File: src/rtl/console_uart_pkg.sv
// console_uart_pkg: shared FSM state type, register offsets and status bit positions
package console_uart_pkg;
  typedef enum logic [2:0] {IDLE, START, DATA, PARITY, STOP} state_t;
  localparam logic [31:0] DATA_OFS = 32'd0;
  localparam logic [31:0] STATUS_OFS = 32'd4;
  localparam int ST_BUSY = 0;
  localparam int ST_FULL = 1;
  localparam int ST_OVF = 2;
  localparam int ST_LVL = 4;
endpackage

File: src/rtl/console_uart_fifo.sv
// console_uart_fifo: byte FIFO with wrap-around pointers one bit wider than the index
module console_uart_fifo #(
  parameter int DEPTH = 8,
  localparam int AW = $clog2(DEPTH),
  localparam int LW = AW + 1
) (
  input  logic          clk,
  input  logic          reset,
  input  logic          push,
  input  logic          pop,
  input  logic [7:0]    din,
  output logic [7:0]    dout,
  output logic          full,
  output logic          empty,
  output logic [LW-1:0] level
);
  logic [7:0] mem [DEPTH];
  logic [LW-1:0] wptr, rptr;
  logic do_push, do_pop;
  assign level = wptr - rptr;
  assign full = level == LW'(DEPTH);
  assign empty = wptr == rptr;
  assign do_push = push & ~full;
  assign do_pop = pop & ~empty;
  assign dout = mem[rptr[AW-1:0]];
  // pointer update; a push into a full FIFO is dropped even if a pop happens on the same edge
  always_ff @(posedge clk or negedge reset)
    if (!reset) begin
      wptr <= '0;
      rptr <= '0;
    end else begin
      if (do_push) wptr <= wptr + 1'b1;
      if (do_pop) rptr <= rptr + 1'b1;
    end
  // storage needs no reset; the pointers define what is valid
  always_ff @(posedge clk)
    if (do_push) mem[wptr[AW-1:0]] <= din;
endmodule

File: src/rtl/console_uart.sv
// console_uart: memory-mapped transmit-only console UART; CONSOLE_UART_PARITY_EN adds an even parity bit
module console_uart
  import console_uart_pkg::*;
#(
  parameter logic [31:0] BASE_ADDR = 32'h1000_0000,
  parameter int CLK_DIV = 868,
  parameter int FIFO_DEPTH = 8
) (
  input  logic        clk,
  input  logic        reset,
  input  logic [31:0] mem_addr,
  input  logic [3:0]  mem_write,
  input  logic [31:0] mem_wdata,
  output logic [31:0] mem_rdata,
  output logic        tx
);
  localparam int LW = $clog2(FIFO_DEPTH) + 1;
  localparam int CW = $clog2(CLK_DIV);
  state_t state, state_nxt;
  logic [CW-1:0] cnt, cnt_nxt;
  logic [2:0] bit_idx, bit_nxt;
  logic [7:0] shreg, sh_nxt, dout;
  logic [LW-1:0] level;
  logic [3:0] lvl4;
  logic [31:0] status;
  logic tx_nxt, pop, full, empty, overflow, busy, tick, wr_data, wr_stat;
  logic unused;
  assign unused = ^{mem_wdata[31:8], mem_write[3:1]};
  assign wr_data = mem_addr == BASE_ADDR + DATA_OFS && mem_write[0];
  assign wr_stat = mem_addr == BASE_ADDR + STATUS_OFS && mem_write[0] && mem_wdata[2];
  assign tick = cnt == CW'(CLK_DIV - 1);
  assign busy = state != IDLE || !empty;
  assign lvl4 = 32'(level) > 32'd15 ? 4'hf : 4'(level);

  console_uart_fifo #(.DEPTH(FIFO_DEPTH)) u_fifo (
    .clk   (clk),
    .reset (reset),
    .push  (wr_data),
    .pop   (pop),
    .din   (mem_wdata[7:0]),
    .dout  (dout),
    .full  (full),
    .empty (empty),
    .level (level)
  );

  // status word assembled from the live FIFO and transmitter state
  always_comb begin
    status = '0;
    status[ST_BUSY] = busy;
    status[ST_FULL] = full;
    status[ST_OVF] = overflow;
    status[ST_LVL +: 4] = lvl4;
  end

  // frame sequencing: each non-idle state holds for CLK_DIV cycles; a new byte is fetched from IDLE or at the end of STOP
  always_comb begin
    state_nxt = state;
    cnt_nxt = (state == IDLE || tick) ? '0 : cnt + 1'b1;
    bit_nxt = bit_idx;
    sh_nxt = shreg;
    pop = 1'b0;
    case (state)
      IDLE:
        if (!empty) begin
          pop = 1'b1;
          sh_nxt = dout;
          state_nxt = START;
        end
      START:
        if (tick) begin
          state_nxt = DATA;
          bit_nxt = '0;
        end
      DATA:
        if (tick) begin
          bit_nxt = bit_idx + 1'b1;
`ifdef CONSOLE_UART_PARITY_EN
          if (bit_idx == 3'd7) state_nxt = PARITY;
`else
          if (bit_idx == 3'd7) state_nxt = STOP;
`endif
        end
      PARITY:
        if (tick) state_nxt = STOP;
      STOP:
        if (tick) begin
          if (!empty) begin
            pop = 1'b1;
            sh_nxt = dout;
            state_nxt = START;
          end else state_nxt = IDLE;
        end
      default: state_nxt = IDLE;
    endcase
    tx_nxt = state_nxt == START ? 1'b0 :
             state_nxt == DATA ? sh_nxt[bit_nxt] :
             state_nxt == PARITY ? ^sh_nxt : 1'b1;
  end

  // transmitter registers; tx is registered so the line never glitches and reset forces it high at once
  always_ff @(posedge clk or negedge reset)
    if (!reset) begin
      state <= IDLE;
      cnt <= '0;
      bit_idx <= '0;
      shreg <= '0;
      tx <= 1'b1;
    end else begin
      state <= state_nxt;
      cnt <= cnt_nxt;
      bit_idx <= bit_nxt;
      shreg <= sh_nxt;
      tx <= tx_nxt;
    end

  // sticky overflow; a fresh overflow takes priority over the software clear
  always_ff @(posedge clk or negedge reset)
    if (!reset) overflow <= 1'b0;
    else if (wr_data && full) overflow <= 1'b1;
    else if (wr_stat) overflow <= 1'b0;

  // registered read port with no side effects
  always_ff @(posedge clk or negedge reset)
    if (!reset) mem_rdata <= '0;
    else mem_rdata <= mem_addr == BASE_ADDR + STATUS_OFS ? status : '0;
endmodule

File: config.mk
export PLATFORM = sky130hd
export DESIGN_NAME = console_uart
export DESIGN_NICKNAME = d
export VERILOG_FILES = /design/src/rtl/console_uart_pkg.sv /design/src/rtl/console_uart_fifo.sv /design/src/rtl/console_uart.sv
export SDC_FILE = /design/constraint.sdc
export NUM_CORES = 1
export LEC_CHECK = 0
export BUFFER_PORTS_ARGS = -buffer_cell sky130_fd_sc_hd__buf_2
export CAP_MARGIN = 20
export CORE_AREA = 3 3 110 112
export DETAILED_ROUTE_END_ITERATION = 7
export DIE_AREA = 0 0 113 115
export PLACE_DENSITY = 0.73
export SYNTH_ARGS = -nofsm -noshare
export SYNTH_HDL_FRONTEND = slang
export SYNTH_HIERARCHICAL = 1
export SYNTH_SLANG_ARGS = --single-unit
File: constraint.sdc
create_clock -name clk -period 2.9 [get_ports clk]
set_input_delay 0.58 -clock clk [delete_from_list [all_inputs] [get_ports clk]]
set_output_delay 0.58 -clock clk [all_outputs]
set_load 0.01 [all_outputs]
== Word level (Yosys, flattened, before mapping) ==
Memory sizes are Yosys's and may differ from the RTL's.
Index checks and enable logic that the tools add are counted.

* Add/subtract/negate cells: 5
* Order comparisons: 1
* Eq/ne operators: 13
* Multiplexer cells: 28
* Bitwise operators: 4
* Reductions and logical operators: 11

{| class="wikitable"
|+ Operators with widths
! operator !! number
|-
| $eq 32x29->1 const B || 2
|-
| $mux 3 || 8
|-
| $mux 8 || 3
|-
| $pmux 8 s2 || 1
|-
| $pmux 3 s5 || 1
|-
| $eq 3x2->1 const B || 4
|-
| $mux 1 || 11
|-
| $add 10x1->10 const B || 1
|-
| $eq 10x10->1 const B || 1
|-
| $mux 10 || 1
|-
| $add 4x1->4 const B || 2
|-
| $reduce_xor 8->1 || 1
|-
| $eq 3x1->1 const B || 2
|-
| $eq 3x3->1 const B || 2
|-
| $pmux 3 s2 || 1
|-
| $eq 4x4->1 || 1
|-
| $eq 4x4->1 const B || 1
|-
| $logic_and 1x1->1 || 4
|-
| $lt 3x4->1 const B || 1
|-
| $sub 4x4->4 || 1
|-
| $add 3x1->3 const B || 1
|-
| $bmux 1 s3 || 1
|-
| $logic_not 3->1 || 1
|-
| $reduce_bool 3->1 || 1
|-
| other kinds (6) || 9
|}

* Bits in registers: 42
* RAM bits: 64
* Output and inout port bits: 33
* Memories: 1

{| class="wikitable"
|+ Memories
! name !! depth !! bits a word !! read ports !! clocked after Yosys merged registers in !! write ports !! line !! text
|-
| u_fifo.mem || 8 || 8 || 1 || 0 || 1 || console_uart_fifo.sv:17 || <nowiki>logic [7:0] mem [DEPTH];</nowiki>
|}

== Longest topological paths before layout ==
Gate-level depths: netlist of the first run.

* Depth after elaboration: 8
* Mapped depth: 13

== Modules after synthesis ==
The synthesis of the first run kept the hierarchy.

{| class="wikitable"
|+ Modules (own cells, without submodules)
! module !! times used !! cells an instance !! area each (µm²) !! sequential area each (µm²)
|-
| console_uart_fifo || 1 || 172 || 3029.2 || 2122.0
|-
| console_uart || 1 || 212 || 1986.9 || 827.0
|}

== Worst setup path after synthesis of the first run ==
Ideal clock, no wire load.

* Kind: input-to-reg
* From: input port mem_addr[19]
* To: memory u_fifo.mem[0][0] (enable)
* Library setup time: 0.395 ns
* Arrival time: 2.738 ns
* Required time: 2.505 ns
* Path slack: -0.232 ns
* Cell stages on the path: 7
* Buffers on the path: 0
* Cells stage by stage: nor4b_1 > nand4_1 > nor2_1 > and2_1 > nor2b_1 > nand2b_1 > nor4_1

* Cells in the longest elaborated chain, start to end: 5

{| class="wikitable"
|+ RTL lines
! what !! line !! text
|-
| start, declared || console_uart.sv:11 || <nowiki>input logic [31:0] mem_addr,</nowiki>
|-
| $eq 32x29->1 || console_uart.sv:29 || <nowiki>assign wr_data = mem_addr == BASE_ADDR + DATA_OFS && mem_write[0];</nowiki>
|-
| $logic_and 1x1->1 || console_uart.sv:29 ||
|-
| net wr_data || console_uart.sv:26 || <nowiki>logic tx_nxt, pop, full, empty, overflow, busy, tick, wr_data, wr_stat;</nowiki>
|-
| $and 1x1->1 || console_uart_fifo.sv:23 || <nowiki>assign do_push = push & ~full;</nowiki>
|-
| $mux 1 || console_uart_fifo.sv:37 || <nowiki>if (do_push) mem[wptr[AW-1:0]] <= din;</nowiki>
|-
| $mux 1 (implied by the code) || console_uart_fifo.sv:37 ||
|-
| end, declared || console_uart_fifo.sv:17 ||
|}

The timed path passes the listed nets, and every way through them passes these cells.

== Final worst setup path of the first run ==
* From: register cnt[0]
* To: register tx

* Cells in the longest elaborated chain, start to end: 7
* Elaborated cells between the ends (all ways): 20
* Classes of those cells: 4 x eq/ne; 15 x mux; 1 x reduce/logical

{| class="wikitable"
|+ RTL lines
! what !! line !! text
|-
| start, declared || console_uart.sv:20 || <nowiki>logic [CW-1:0] cnt, cnt_nxt;</nowiki>
|-
| start signal, assigned || console_uart.sv:111 || <nowiki>cnt <= cnt_nxt;</nowiki>
|-
| $eq 10x10->1 (*) || console_uart.sv:31 || <nowiki>assign tick = cnt == CW'(CLK_DIV - 1);</nowiki>
|-
| $mux 8, or another cell as far along || console_uart.sv:87 || <nowiki>if (tick) begin</nowiki>
|-
| $pmux 8 s2, or another cell as far along || console_uart.sv:63 || <nowiki>case (state)</nowiki>
|-
| $bmux 1 s3, or another cell as far along || console_uart.sv:97 || <nowiki>state_nxt == DATA ? sh_nxt[bit_nxt] :</nowiki>
|-
| $mux 1 (on tied branches) || console_uart.sv:97, console_uart.sv:98 ||
|-
| $mux 1 || console_uart.sv:97 ||
|-
| $mux 1 (*) || console_uart.sv:96 || <nowiki>tx_nxt = state_nxt == START ? 1'b0 :</nowiki>
|-
| net tx_nxt || console_uart.sv:26 ||
|-
| end signal, assigned || console_uart.sv:114 || <nowiki>tx <= tx_nxt;</nowiki>
|-
| end, declared || console_uart.sv:15 || <nowiki>output logic tx</nowiki>
|}

The timed path passes the listed nets; every way through them passes the cells marked *. The select of a mux whose other input is x is not followed.
A chain may end at the register's enable or synchronous reset.

==> results of run 1 <==
-- state kept, by name, summed over array words and instances (netlist names), 3 cells and up --
register / count
state: 3
u_fifo/rptr: 4
bit_idx: 3
shreg: 8
cnt: 10
mem_rdata: 7
u_fifo/wptr: 4
u_fifo/mem: 64
-- area by class of cell --
| type | count | share of cell area [%] |
|---|---|---|
| Sequential cell | 105 | 50.5 |
| Multi-Input combinational cell | 257 | 33.3 |
| Timing Repair Buffer | 71 | 6.98 |
| Clock buffer | 9 | 3.85 |
| Tap cell | 143 | 3.06 |
| Clock inverter | 7 | 1.58 |
| Inverter | 12 | 0.771 |
-- power breakdown --
group / internal (mW) / switching (mW)
Clock: 0.621 / 0.614
Sequential: 1.59 / 0.000000228
Combinational: 0.0215 / 0.0459
-- repair_timing --
| item | CTS | global route |
|---|---|---|
| resized for setup | 0 | 1 |
| setup buffers | 0 | 2 |
| endpoints found under the setup margin | 0 | 1 |
-- cells by family after synthesis --
| family | Yosys count | share of synthesized area [%] |
|---|---|---|
| adder cells (fa/ha/maj) | 10 | 2.64 |
| other | 1 | 0.0748 |
| XOR/XNOR | 30 | 5.39 |
| AO/OA/AOI/OAI | 24 | 3.74 |
| buffers and inverters | 46 | 5.44 |
| multiplexers | 23 | 9.43 |
| AND/OR/NAND/NOR | 145 | 14.5 |
| flip-flops | 105 | 58.8 |
-- how the worst max path moves through the flow --
stage | endpoint | depth (start not counted)
2_1_floorplan | u_fifo/mem[1][0]$_DFFE_PP_ | 7
3_3_place_gp | tx$_DFF_PN1_ | 12
3_5_place_dp | tx$_DFF_PN1_ | 12
4_1_cts | tx$_DFF_PN1_ | 12
5_1_grt | tx$_DFF_PN1_ | 12
6_report | tx$_DFF_PN1_ | 12
-- cell usage in the layout (no fill, tap or decap), types with 6 or more instances in the layout --
| master | instances |
|---|---|
| sky130_fd_sc_hd__dfrtp_1 | 40 |
| sky130_fd_sc_hd__xnor2_1 | 20 |
| sky130_fd_sc_hd__conb_1 | 25 |
| sky130_fd_sc_hd__nor4_1 | 6 |
| sky130_fd_sc_hd__nand3_1 | 7 |
| sky130_fd_sc_hd__and3_1 | 10 |
| sky130_fd_sc_hd__inv_1 | 6 |
| sky130_fd_sc_hd__ha_1 | 7 |
| sky130_fd_sc_hd__mux4_2 | 19 |
| sky130_fd_sc_hd__xor2_1 | 9 |
| sky130_fd_sc_hd__nand2_1 | 64 |
| sky130_fd_sc_hd__buf_2 | 50 |
| sky130_fd_sc_hd__buf_4 | 21 |
| sky130_fd_sc_hd__nor2_1 | 20 |
| sky130_fd_sc_hd__clkbuf_16 | 9 |
| sky130_fd_sc_hd__nand4_1 | 8 |
| sky130_fd_sc_hd__edfxtp_1 | 64 |
-- layer usage --
| layer | track usage (%) | vias up |
|---|---|---|
| li1 | - | 1482 |
| met3 | 4.16 | 13 |
| met2 | 26.9 | 67 |
| met5 | 0 | - |
| met1 | 18.5 | 1511 |
| met4 | 5.37 | 0 |
==> summary.txt, run 1 <==
=================================================================================================
Status                                                                               complete, no violations
Critical-path maximum fanout                                                                    5
Number of DRC violations after detailed routing                                                 0
Drt first pass iters                                                                            4
Top delay family on crit path                                                        simple AND/OR/NAND/NOR gates
Number of standard cells after synthesis                                                      384
Worst Hold Slack                                                                         0.362 ns
Number of clock sinks                                                                         105
Count of flip-flops with a built-in enable after synthesis                                     64
Worst Tran Pin Value                                                                     0.914 ns
Type of origin of the critical path                                                     flip-flop
Global routing usage summed across all routing layers                                       15.4%
Flop-to-flop setup slack                                                                  0.10 ns
Number of nets still failing antenna checks after routing                                       0
Drt via density                                                                              5.09
Fillcell total                                                                                942
CTS tree                                                                                      yes
Wire length of the first global-routing pass                                             15600 um
Leakage power                                                                             2.41 nW
Detailed-routed wire length on met2                                                       5040 um
Net count, final                                                                              536
Area of combinational cells with multiple inputs                                        1950 um^2
Highest Signal Layer                                                                         met4
Max frequency                                                                           0.357 GHz
Inserted Clock Buffers                                                                          9
Metal3 WL                                                                                  355 um
Worst voltage drop across the vdd grid                                                   0.586 mV
DR iter-0 viols                                                                               138
Met1 wire length                                                                          3930 um
Antenna fix cells                                                                               0
Worst path bufs/invs                                                                            1
Setup repair after global routing missed its margin                                          true
Layout cells sized above 1                                                                  28.9%
Die H                                                                                      115 um
Total I/O pin count                                                                           103
Largest incremental delay on the critical path                                            0.56 ns
Worst-case clock skew                                                                   0.0101 ns
Crit path time final                                                                      2.80 ns
Pin count of the biggest net entering global routing                                           42
Number of levels in the clock H-tree                                                            3
Data required time at the worst endpoint                                                  3.17 ns
Core region area                                                                       11300 um^2
Path type of the worst setup path                                                    flip-flop to flip-flop
Final Slew Violations                                                                           0
Antenna violations before repair                                                                0
Top post-synthesis cells by count                                                    sky130_fd_sc_hd__edfxtp_1, sky130_fd_sc_hd__nand2_1, sky130_fd_sc_hd__dfrtp_1, sky130_fd_sc_hd__buf_4
Class of the tightest hold or removal check                                          input pin to asynchronous set/reset pin
Synth Warn #                                                                                    6
CTS root buf                                                                         sky130_fd_sc_hd__clkbuf_16
Cell type with the highest occurrence count on the critical path                     sky130_fd_sc_hd__ha_4
Post-detailed-placement half-perimeter wirelength                                         6530 um
Area of all sequential standard cells                                                   2950 um^2
Post-synthesis sequential area ratio                                                        58.8%
Count of max-cap constraint violations                                                          0
Reg clk slew, reported paths                                                              0.07 ns
Register bit total from synthesis                                                             105
Initial Util                                                                                44.3%
Post-synth top area share                                                                   38.3%
CTS hold repair buffers                                                                         0
Final hold violation count                                                                      0
Clock latency of the later-clocked register in the worst-skew pair                        0.35 ns
Width of the die                                                                           113 um
Number of vias after detailed routing                                                        3073
Number of core rows                                                                            39
Final setup fails                                                                               0
Most frequently used flop master after synthesis                                     sky130_fd_sc_hd__edfxtp_1
Startpoint of the worst register-to-register path                                    cnt[0]$_DFF_PN0_
Dpl cells                                                                                     586
Worst-case clock buffer depth                                                                   2
WP data arrival                                                                           3.07 ns
Final cell area excluding filler cells                                                  5840 um^2
Reg-to-reg critical path endpoint                                                    tx$_DFF_PN1_
Total wirelength of the detailed-routed design                                            9440 um
Worst-path cell with the longest stage delay                                         sky130_fd_sc_hd__mux4_2
Average size of a mapped cell                                                           13.1 um^2
Worst-case setup margin in the final layout                                              0.103 ns
Cell taking the most area after synthesis                                            sky130_fd_sc_hd__edfxtp_1
Final Power                                                                               2.89 mW
Rel. slew slack                                                                             39.1%
Standard cell area after detailed placement                                             5510 um^2
Total congestion overflow after global routing                                                  0
Number of global-route vias before repair                                                    3109
Average wire length per cell after detail routing                                         15.6 um
Power density cells                                                                   494 nW/um^2
Setup crit start                                                                     cnt[0]$_DFF_PN0_
IO buf count                                                                                   50
Part of the cycle the worst path needs                                                      96.5%
Cell-by-cell trace of the critical path                                              ha_4, or3b_4, nor3_4, inv_2, ha_4, nor4b_2, a31oi_1, o21ai_2, mux4_2, nand3_2, o211ai_1, o21a_1
Cells taking the most area after synthesis                                           sky130_fd_sc_hd__edfxtp_1, sky130_fd_sc_hd__dfrtp_1, sky130_fd_sc_hd__mux4_2, sky130_fd_sc_hd__nand2_1, sky130_fd_sc_hd__buf_4
Placement Setup Slack                                                                   0.0365 ns
Crit. End Element                                                                       flip-flop
GPL Wtd Cong                                                                                0.767
Depth of the worst register-to-register path                                                   12
Cell Area, Synth                                                                        5020 um^2
Final sum of negative setup slack                                                            0 ns
Die Outline Area                                                                       13000 um^2
Non-filler cells, final                                                                       604
Share of synthesized flip-flops with an asynchronous set or reset                           39.0%
Number of distinct library cell variants in the gate-level netlist after synthesis             53
P&R area growth vs syn                                                                      16.5%
Utilization of the core after routing                                                       51.6%
=================================================================================================
Power figures use the tool's default switching activity.
==> run 2, diff against run 1 <==
--- a/config.mk
+++ b/config.mk
@@ -7,10 +7,10 @@
 export LEC_CHECK = 0
 export BUFFER_PORTS_ARGS = -buffer_cell sky130_fd_sc_hd__buf_2
 export CAP_MARGIN = 20
-export CORE_AREA = 3 3 110 112
+export CORE_AREA = 3 3 105 107
 export DETAILED_ROUTE_END_ITERATION = 7
-export DIE_AREA = 0 0 113 115
-export PLACE_DENSITY = 0.73
+export DIE_AREA = 0 0 108 110
+export PLACE_DENSITY = 0.76
 export SYNTH_ARGS = -nofsm -noshare
 export SYNTH_HDL_FRONTEND = slang
 export SYNTH_HIERARCHICAL = 1
==> constraint.sdc (replaced) <==
create_clock -name clk -period 3.5 [get_ports clk]
set_input_delay 0.7 -clock clk [delete_from_list [all_inputs] [get_ports clk]]
set_output_delay 0.7 -clock clk [all_outputs]
set_load 0.01 [all_outputs]
==> run 2 against run 1 <==
Die area decreased by 8.6%. Global-route usage rose by 1.5 points. First-iteration DRC count is 2.2% higher. Utilization increased by 3.4 points. Combinational power fell by 18%. Non-clock buffer count is 6 lower. Sequential power decreased by 18%. Sequential cell count is the same. Setup slack improved by 0.33 ns. Cell count decreased by 2.2%. Critical endpoint unchanged.
==> summary.txt, run 2 (synthesis results as in run 1) <==
=================================================================================
Wire length of the first global-routing pass                             15500 um   -0.58%
Final hold violation count                                                      0   unchanged
CTS hold repair buffers                                                         0   unchanged
Worst Tran Pin Value                                                     0.915 ns   +0.000957 ns
Post-detailed-placement half-perimeter wirelength                         6400 um   -2.1%
Type of origin of the critical path                                     flip-flop
Clock latency of the later-clocked register in the worst-skew pair        0.37 ns   +0.02 ns
Commonest cells after routing, fill and taps aside                   sky130_fd_sc_hd__nand2_1, sky130_fd_sc_hd__edfxtp_1, sky130_fd_sc_hd__buf_2, sky130_fd_sc_hd__dfrtp_1, sky130_fd_sc_hd__conb_1
Total wirelength of the detailed-routed design                            9230 um   -2.2%
Worst Hold Slack                                                         0.458 ns   +0.0966 ns
Depth of the worst register-to-register path                                   12   unchanged
Pin count of the biggest net entering global routing                           42   unchanged
Final Slew Violations                                                           0   unchanged
Worst-case clock buffer depth                                                   2   unchanged
GPL Wtd Cong                                                                0.767   about the same
Net count, final                                                              530   -1.1%
Comb power frac                                                              2.6%   +0.3 points
Startpoint of the worst register-to-register path                    cnt[0]$_DFF_PN0_
Final sum of negative setup slack                                            0 ns   unchanged
Initial Util                                                                49.0%   +4.7 points
Inserted Clock Buffers                                                          9   unchanged
Psw                                                                        505 uW   -23%
Worst-case clock skew                                                   0.0154 ns   +0.00526 ns
Total I/O pin count                                                           103   unchanged
Number of nets still failing antenna checks after routing                       0   unchanged
Setup repair after global routing missed its margin                         false
Reg-to-reg critical path endpoint                                    tx$_DFF_PN1_
Path type of the worst setup path                                    flip-flop to flip-flop
Count of max-cap constraint violations                                          0   unchanged
IO buf count                                                                   50   unchanged
Global routing usage summed across all routing layers                       16.9%   +1.5 points
Flop-to-flop setup slack                                                  0.43 ns   +0.33 ns
Number of vias after detailed routing                                        3102   +0.94%
Number of global-route vias before repair                                    3090   -0.61%
WP data arrival                                                           3.36 ns   +0.29 ns
Power density cells                                                   379 nW/um^2   -23%
Number of DRC violations after detailed routing                                 0   unchanged
CTS root buf                                                         sky130_fd_sc_hd__clkbuf_8
Antenna fix cells                                                               0   unchanged
Crit. End Element                                                       flip-flop
Rel. slew slack                                                             39.0%   -0.064 points
Drt via density                                                              5.25   +3.2%
Fillcell total                                                                821   -13%
Worst voltage drop across the vdd grid                                   0.417 mV   -29%
P&R area growth vs syn                                                      12.2%
Internal power                                                            1.63 mW   -27%
Post-CTS Setup Inserts                                                          0   unchanged
Leakage power                                                             2.33 nW   -3.3%
Post-CTS resize count                                                           0   unchanged
Antenna violations before repair                                                0   unchanged
Status                                                               complete, no violations
Fraction of power spent switching nets                                      23.7%   +0.89 points
Reg clk slew, reported paths                                              0.11 ns   +0.04 ns
DR iter-0 viols                                                               141   +2.2%
Drt first pass iters                                                            4   unchanged
Flip-flop count of the largest register after layout                           64   unchanged
Part of the cycle the worst path needs                                      87.7%   -8.8 points
Sequential group share of total power                                       61.7%   +6.8 points
Clock network fraction of total power                                       35.7%   -7.0 points
CTS tree                                                                      yes
Crit path time final                                                      3.07 ns   +0.271 ns
Total congestion overflow after global routing                                  0   unchanged
Core region area                                                       10200 um^2   -9.6%
Width of the die                                                           108 um   -4.4%
Average wire length per cell after detail routing                         15.6 um   about the same
Critical-path maximum fanout                                                    8   +3
Final setup fails                                                               0   unchanged
Max frequency                                                           0.326 GHz   -8.8%
Utilization of the core after routing                                       55.0%   +3.4 points
Number of clock sinks                                                         105   unchanged
Data required time at the worst endpoint                                  3.80 ns   +0.63 ns
Die H                                                                      110 um   -4.3%
Class of the tightest hold or removal check                          input pin to asynchronous set/reset pin
Die Outline Area                                                       11900 um^2   -8.6%
Number of core rows                                                            37   -5.1%
Number of levels in the clock H-tree                                            3   unchanged
Layout cells sized above 1                                                  25.9%   -2.9 points
=================================================================================
## run 2: cell types whose count changed in the layout (fill, tap and decap cells not counted), sizes merged
| cell | previous run | this run |
|---|---|---|
| inv | 12 | 13 |
| buf | 71 | 65 |
| clkinvlp | 1 | 0 |
## run 2: metrics by stage
stage	setup slack [ns]	total power, mW	instance area (um^2)	std cells
final	0.431	2.13	5630	591
after global routing	0.155	2.21	5630	591
after detailed placement	0.434	1.40	5410	575
after global placement	0.549	1.40	5410	575
after floorplan	0.248	1.38	5110	408
after CTS	0.408	2.16	5630	591
## run 2: routing by layer
metal  track usage, %  share of wire, %  vias up
li1                 -                 -     1470
met1             21.5                42     1537
met2             29.7                52       84
met3             3.32               4.6       11
met4             4.96               1.1        0
met5                0                 0        -
## run 2: power groups by stage
stage | Clock (mW) | Sequential (mW) | Combinational [mW]
final | 0.760 | 1.31 | 0.0554
after global routing | 0.834 | 1.32 | 0.0643
after CTS | 0.786 | 1.31 | 0.0558
after detailed placement | 0 | 1.34 | 0.0556
after global placement | 0 | 1.34 | 0.0535
after floorplan | 0 | 1.34 | 0.0343
## run 2: how the worst max path moves through the flow
stage	slack [ns]	startpoint	end	cells past startpoint
floorplan	0.25	mem_addr[19]	u_fifo/mem[0][0]$_DFFE_PP_	7
global placement	0.55	cnt[0]$_DFF_PN0_	tx$_DFF_PN1_	12
detailed placement	0.43	cnt[0]$_DFF_PN0_	tx$_DFF_PN1_	12
CTS	0.41	cnt[0]$_DFF_PN0_	tx$_DFF_PN1_	12
global route	0.16	cnt[0]$_DFF_PN0_	tx$_DFF_PN1_	12
finish	0.43	cnt[0]$_DFF_PN0_	tx$_DFF_PN1_	12
## run 2: final cells by class
| type | count | area [um^2] | area share (%) |
|---|---|---|---|
| flip-flops and latches | 105 | 2950 | 52.4 |
| multi-input cells | 257 | 1880 | 33.5 |
| repair buffers | 65 | 363 | 6.45 |
| well taps | 136 | 170 | 3.02 |
| clock buffers | 9 | 124 | 2.20 |
| clock inverters | 7 | 91.3 | 1.62 |
| inverters | 12 | 45.0 | 0.801 |
## run 2: worst max-delay path, cell delays in order, from the launching register on
cell,delay [ns]
sky130_fd_sc_hd__dfrtp_1,0.40
sky130_fd_sc_hd__ha_1,0.26
sky130_fd_sc_hd__or3b_1,0.41
sky130_fd_sc_hd__nor3_4,0.16
sky130_fd_sc_hd__inv_2,0.11
sky130_fd_sc_hd__ha_1,0.19
sky130_fd_sc_hd__nor4b_1,0.25
sky130_fd_sc_hd__a31oi_1,0.10
sky130_fd_sc_hd__o21ai_2,0.19
sky130_fd_sc_hd__mux4_2,0.55
sky130_fd_sc_hd__nand3_1,0.09
sky130_fd_sc_hd__o211ai_1,0.09
sky130_fd_sc_hd__o21a_1,0.20
==> run 3, diff against run 2 <==
--- a/config.mk
+++ b/config.mk
@@ -7,11 +7,12 @@
 export LEC_CHECK = 0
 export BUFFER_PORTS_ARGS = -buffer_cell sky130_fd_sc_hd__buf_2
 export CAP_MARGIN = 20
-export CORE_AREA = 3 3 105 107
+export CELL_PAD_IN_SITES_DETAIL_PLACEMENT = 2
+export CELL_PAD_IN_SITES_GLOBAL_PLACEMENT = 2
+export CORE_AREA = 3 3 117 119
 export DETAILED_ROUTE_END_ITERATION = 7
-export DIE_AREA = 0 0 108 110
-export PLACE_DENSITY = 0.76
+export DIE_AREA = 0 0 120 122
+export PLACE_DENSITY = 0.88
 export SYNTH_ARGS = -nofsm -noshare
 export SYNTH_HDL_FRONTEND = slang
-export SYNTH_HIERARCHICAL = 1
 export SYNTH_SLANG_ARGS = --single-unit
==> run 3 against run 2 <==
Via count rose by 3.0%. Power rose by 13%. Non-clock buffer count fell by 4.
==> summary.txt, run 3 <==
=================================================================================================
Status                                                                               complete, no violations
Net count, final                                                                              532   +0.38%
Setup repair after global routing missed its margin                                         false
Number of DRC violations after detailed routing                                                 0   unchanged
Crit path time final                                                                      3.26 ns   +0.195 ns
CTS root buf                                                                         sky130_fd_sc_hd__clkbuf_16
Dpl cells                                                                                     613   +6.6%
Top post-synthesis cells by count                                                    sky130_fd_sc_hd__edfxtp_1, sky130_fd_sc_hd__dfrtp_1, sky130_fd_sc_hd__nor2_1, sky130_fd_sc_hd__nand2_1, sky130_fd_sc_hd__buf_4
Count of flip-flops with a built-in enable after synthesis                                     64   unchanged
Layout cells sized above 1                                                                  22.1%   -3.8 points
P&R area growth vs syn                                                                      14.1%
Cells taking the most area after synthesis                                           sky130_fd_sc_hd__edfxtp_1, sky130_fd_sc_hd__dfrtp_1, sky130_fd_sc_hd__buf_4, sky130_fd_sc_hd__mux2i_1, sky130_fd_sc_hd__mux4_2
Startpoint of the worst register-to-register path                                    cnt[0]$_DFF_PN0_
CTS tree                                                                                      yes
Power density cells                                                                   425 nW/um^2   +12%
Number of vias after detailed routing                                                        3194   +3.0%
Most instantiated library cell after synthesis                                       sky130_fd_sc_hd__edfxtp_1
Number of core rows                                                                            41   +11%
Post-detailed-placement half-perimeter wirelength                                         8960 um   +40%
Register bit total from synthesis                                                             105   unchanged
Die H                                                                                      122 um   +11%
Share of synthesized flip-flops with an asynchronous set or reset                           39.0%   unchanged
Average size of a mapped cell                                                           12.7 um^2   -3.0%
Cell Area, Synth                                                                        4980 um^2   -0.75%
Crit. End Element                                                                       flip-flop
Final Slew Violations                                                                           0   unchanged
Data required time at the worst endpoint                                                  3.79 ns   about the same
Initial Util                                                                                39.3%   -9.7 points
Post-synth top area share                                                                   38.6%   +0.29 points
Pin count of the biggest net entering global routing                                           42   unchanged
Cell taking the most area after synthesis                                            sky130_fd_sc_hd__edfxtp_1
Reg clk slew, reported paths                                                              0.08 ns   -0.03 ns
Most frequently used flop master after synthesis                                     sky130_fd_sc_hd__edfxtp_1
Worst Tran Pin Value                                                                     0.965 ns   +0.0495 ns
Antenna violations before repair                                                                0   unchanged
Class of the tightest hold or removal check                                          input pin to asynchronous set/reset pin
Antenna fix cells                                                                               0   unchanged
Final setup fails                                                                               0   unchanged
Rel. slew slack                                                                             35.7%   -3.3 points
Drt via density                                                                              5.08   -3.3%
Type of origin of the critical path                                                     flip-flop
Setup crit start                                                                     cnt[0]$_DFF_PN0_
Number of standard cells after synthesis                                                      393   +2.3%
Max frequency                                                                           0.306 GHz   -6.0%
Die Outline Area                                                                       14600 um^2   +23%
Width of the die                                                                           120 um   +11%
Post-CTS resize count                                                                           0   unchanged
Average wire length per cell after detail routing                                         19.2 um   +23%
WP data arrival                                                                           3.55 ns   +0.19 ns
Clock latency of the later-clocked register in the worst-skew pair                        0.36 ns   about the same
Worst-path cell with the longest stage delay                                         sky130_fd_sc_hd__or4b_4
Drt first pass iters                                                                            4   unchanged
Flop-to-flop setup slack                                                                  0.24 ns   -0.19 ns
Largest incremental delay on the critical path                                            0.53 ns   -0.02 ns
Post-CTS Setup Inserts                                                                          0   unchanged
Worst voltage drop across the vdd grid                                                   0.354 mV   -15%
Part of the cycle the worst path needs                                                      93.2%   +5.6 points
Critical-path maximum fanout                                                                    7   -1
Wire length of the first global-routing pass                                             19700 um   +27%
Core region area                                                                       12700 um^2   +24%
Cell-by-cell trace of the critical path                                              ha_1, or4b_4, nor3_2, inv_2, ha_1, or3b_2, a21oi_1, o21ai_0, o22ai_1, o22ai_1, o22ai_2
Number of clock sinks                                                                         105   unchanged
IO buf count                                                                                   50   unchanged
DR iter-0 viols                                                                               129   -8.5%
Total congestion overflow after global routing                                                  0   unchanged
Final hold violation count                                                                      0   unchanged
Number of nets still failing antenna checks after routing                                       0   unchanged
Number of global-route vias before repair                                                    3702   +20%
Path type of the worst setup path                                                    flip-flop to flip-flop
Synth Warn #                                                                                    0   -6
Flip-flop count of the largest register after layout                                           64   unchanged
GPL Wtd Cong                                                                                0.783   +2.0%
Inserted Clock Buffers                                                                          9   unchanged
Worst-case clock buffer depth                                                                   2   unchanged
Post-synthesis sequential area ratio                                                        59.2%   +0.44 points
Number of levels in the clock H-tree                                                            3   unchanged
Most common cell after layout, fill and taps aside                                   sky130_fd_sc_hd__edfxtp_1
Depth of the worst register-to-register path                                                   11   -1
Total I/O pin count                                                                           103   unchanged
Global routing usage summed across all routing layers                                       17.5%   +0.58 points
Worst-case clock skew                                                                   0.0112 ns   -0.00419 ns
Number of distinct library cell variants in the gate-level netlist after synthesis             58   +9.4%
Leakage power                                                                             2.21 nW   -5.3%
Total wirelength of the detailed-routed design                                           12100 um   +31%
Final sum of negative setup slack                                                            0 ns   unchanged
CTS hold repair buffers                                                                         0   unchanged
Non-filler cells, final                                                                       629   +6.4%
Count of max-cap constraint violations                                                          0   unchanged
Commonest cells after routing, fill and taps aside                                   sky130_fd_sc_hd__edfxtp_1, sky130_fd_sc_hd__buf_2, sky130_fd_sc_hd__dfrtp_1, sky130_fd_sc_hd__nor2_1, sky130_fd_sc_hd__nand2_1
=================================================================================================
-- run 3: cell count changes after synthesis, moves of 6 or more --
cell / before / now
sky130_fd_sc_hd__a21oi_1: 5 / 13
sky130_fd_sc_hd__a22oi_1: 0 / 7
sky130_fd_sc_hd__inv_1: 6 / 12
sky130_fd_sc_hd__mux2i_1: 3 / 21
sky130_fd_sc_hd__mux4_2: 19 / 6
sky130_fd_sc_hd__nand2_1: 64 / 32
sky130_fd_sc_hd__nor2_1: 20 / 33
sky130_fd_sc_hd__o21ai_0: 2 / 10
sky130_fd_sc_hd__xnor2_1: 20 / 11
-- run 3: path summary, 6_finish.rpt --
kind,end
worst min register to register,cnt[0]$_DFF_PN0_
worst min-delay path,cnt[4]$_DFF_PN0_
worst max-delay path,tx$_DFF_PN1_
worst max register to register,tx$_DFF_PN1_
max in group asynchronous,shreg[5]$_DFF_PN0_
min in group clk,cnt[0]$_DFF_PN0_
-- run 3: cells by family (layout without fill, tap and decap cells) --
kind of cell,Yosys count,in the layout,share of synthesized area [%]
XOR/XNOR,25,25,4.67
AND/OR/NAND/NOR,114,114,11.4
buffers and inverters,51,91,6.16
adder cells (fa/ha/maj),10,10,2.66
other,1,25,0.0753
flip-flops,105,105,59.2
multiplexers,32,32,8.07
AO/OA/AOI/OAI,55,55,7.77
-- run 3: metrics by stage --
stage                     instance area [um^2]  setup slack, ns  hold WS [ns]  util (%)  power [mW]
after global placement                    5360            0.435         0.462      42.3        1.39
after floorplan                           5070            0.439         0.404         -        1.38
after detailed placement                  5360            0.334         0.475      42.3        1.40
final                                     5680            0.237         0.489      44.8        2.41
after CTS                                 5680            0.206         0.513      44.8        2.44
after global routing                      5680           0.0301         0.537      44.8        2.49
-- run 3: layout make-up --
cell class,instances,area [um^2]
fill,1292,6990
sequential,105,2950
multi-input combinational,261,1810
timing repair buffer,61,333
clock buffer,9,225
tap,172,215
clock inverter,7,93.8
inverter,14,52.6
-- run 3: per-layer routing --
metal / GRT usage, % / up-vias / share of wire, %
met4: 5.51 / 0 / 1.5
li1: - / 1496 / -
met5: 0 / - / 0
met2: 33.3 / 50 / 56
met3: 3.57 / 18 / 2.7
met1: 19.6 / 1630 / 39
-- run 3: critical path: cells and delay by family, from the launching register on --
family          cells  cell delay (ns)
compound gates      5             0.91
fa+ha+maj           2             0.49
buf+inv             1             0.13
flops               1             0.39
simple gates        3             1.27
-- run 3: where the power goes --
| part | switching, mW | internal (mW) | leakage, nW |
|---|---|---|---|
| clock | 0.525 | 0.516 | 0.153 |
| combinational | 0.0395 | 0.0179 | 0.956 |
| sequential | 0.000000000861 | 1.31 | 1.10 |
| total | 0.564 | 1.85 | 2.21 |
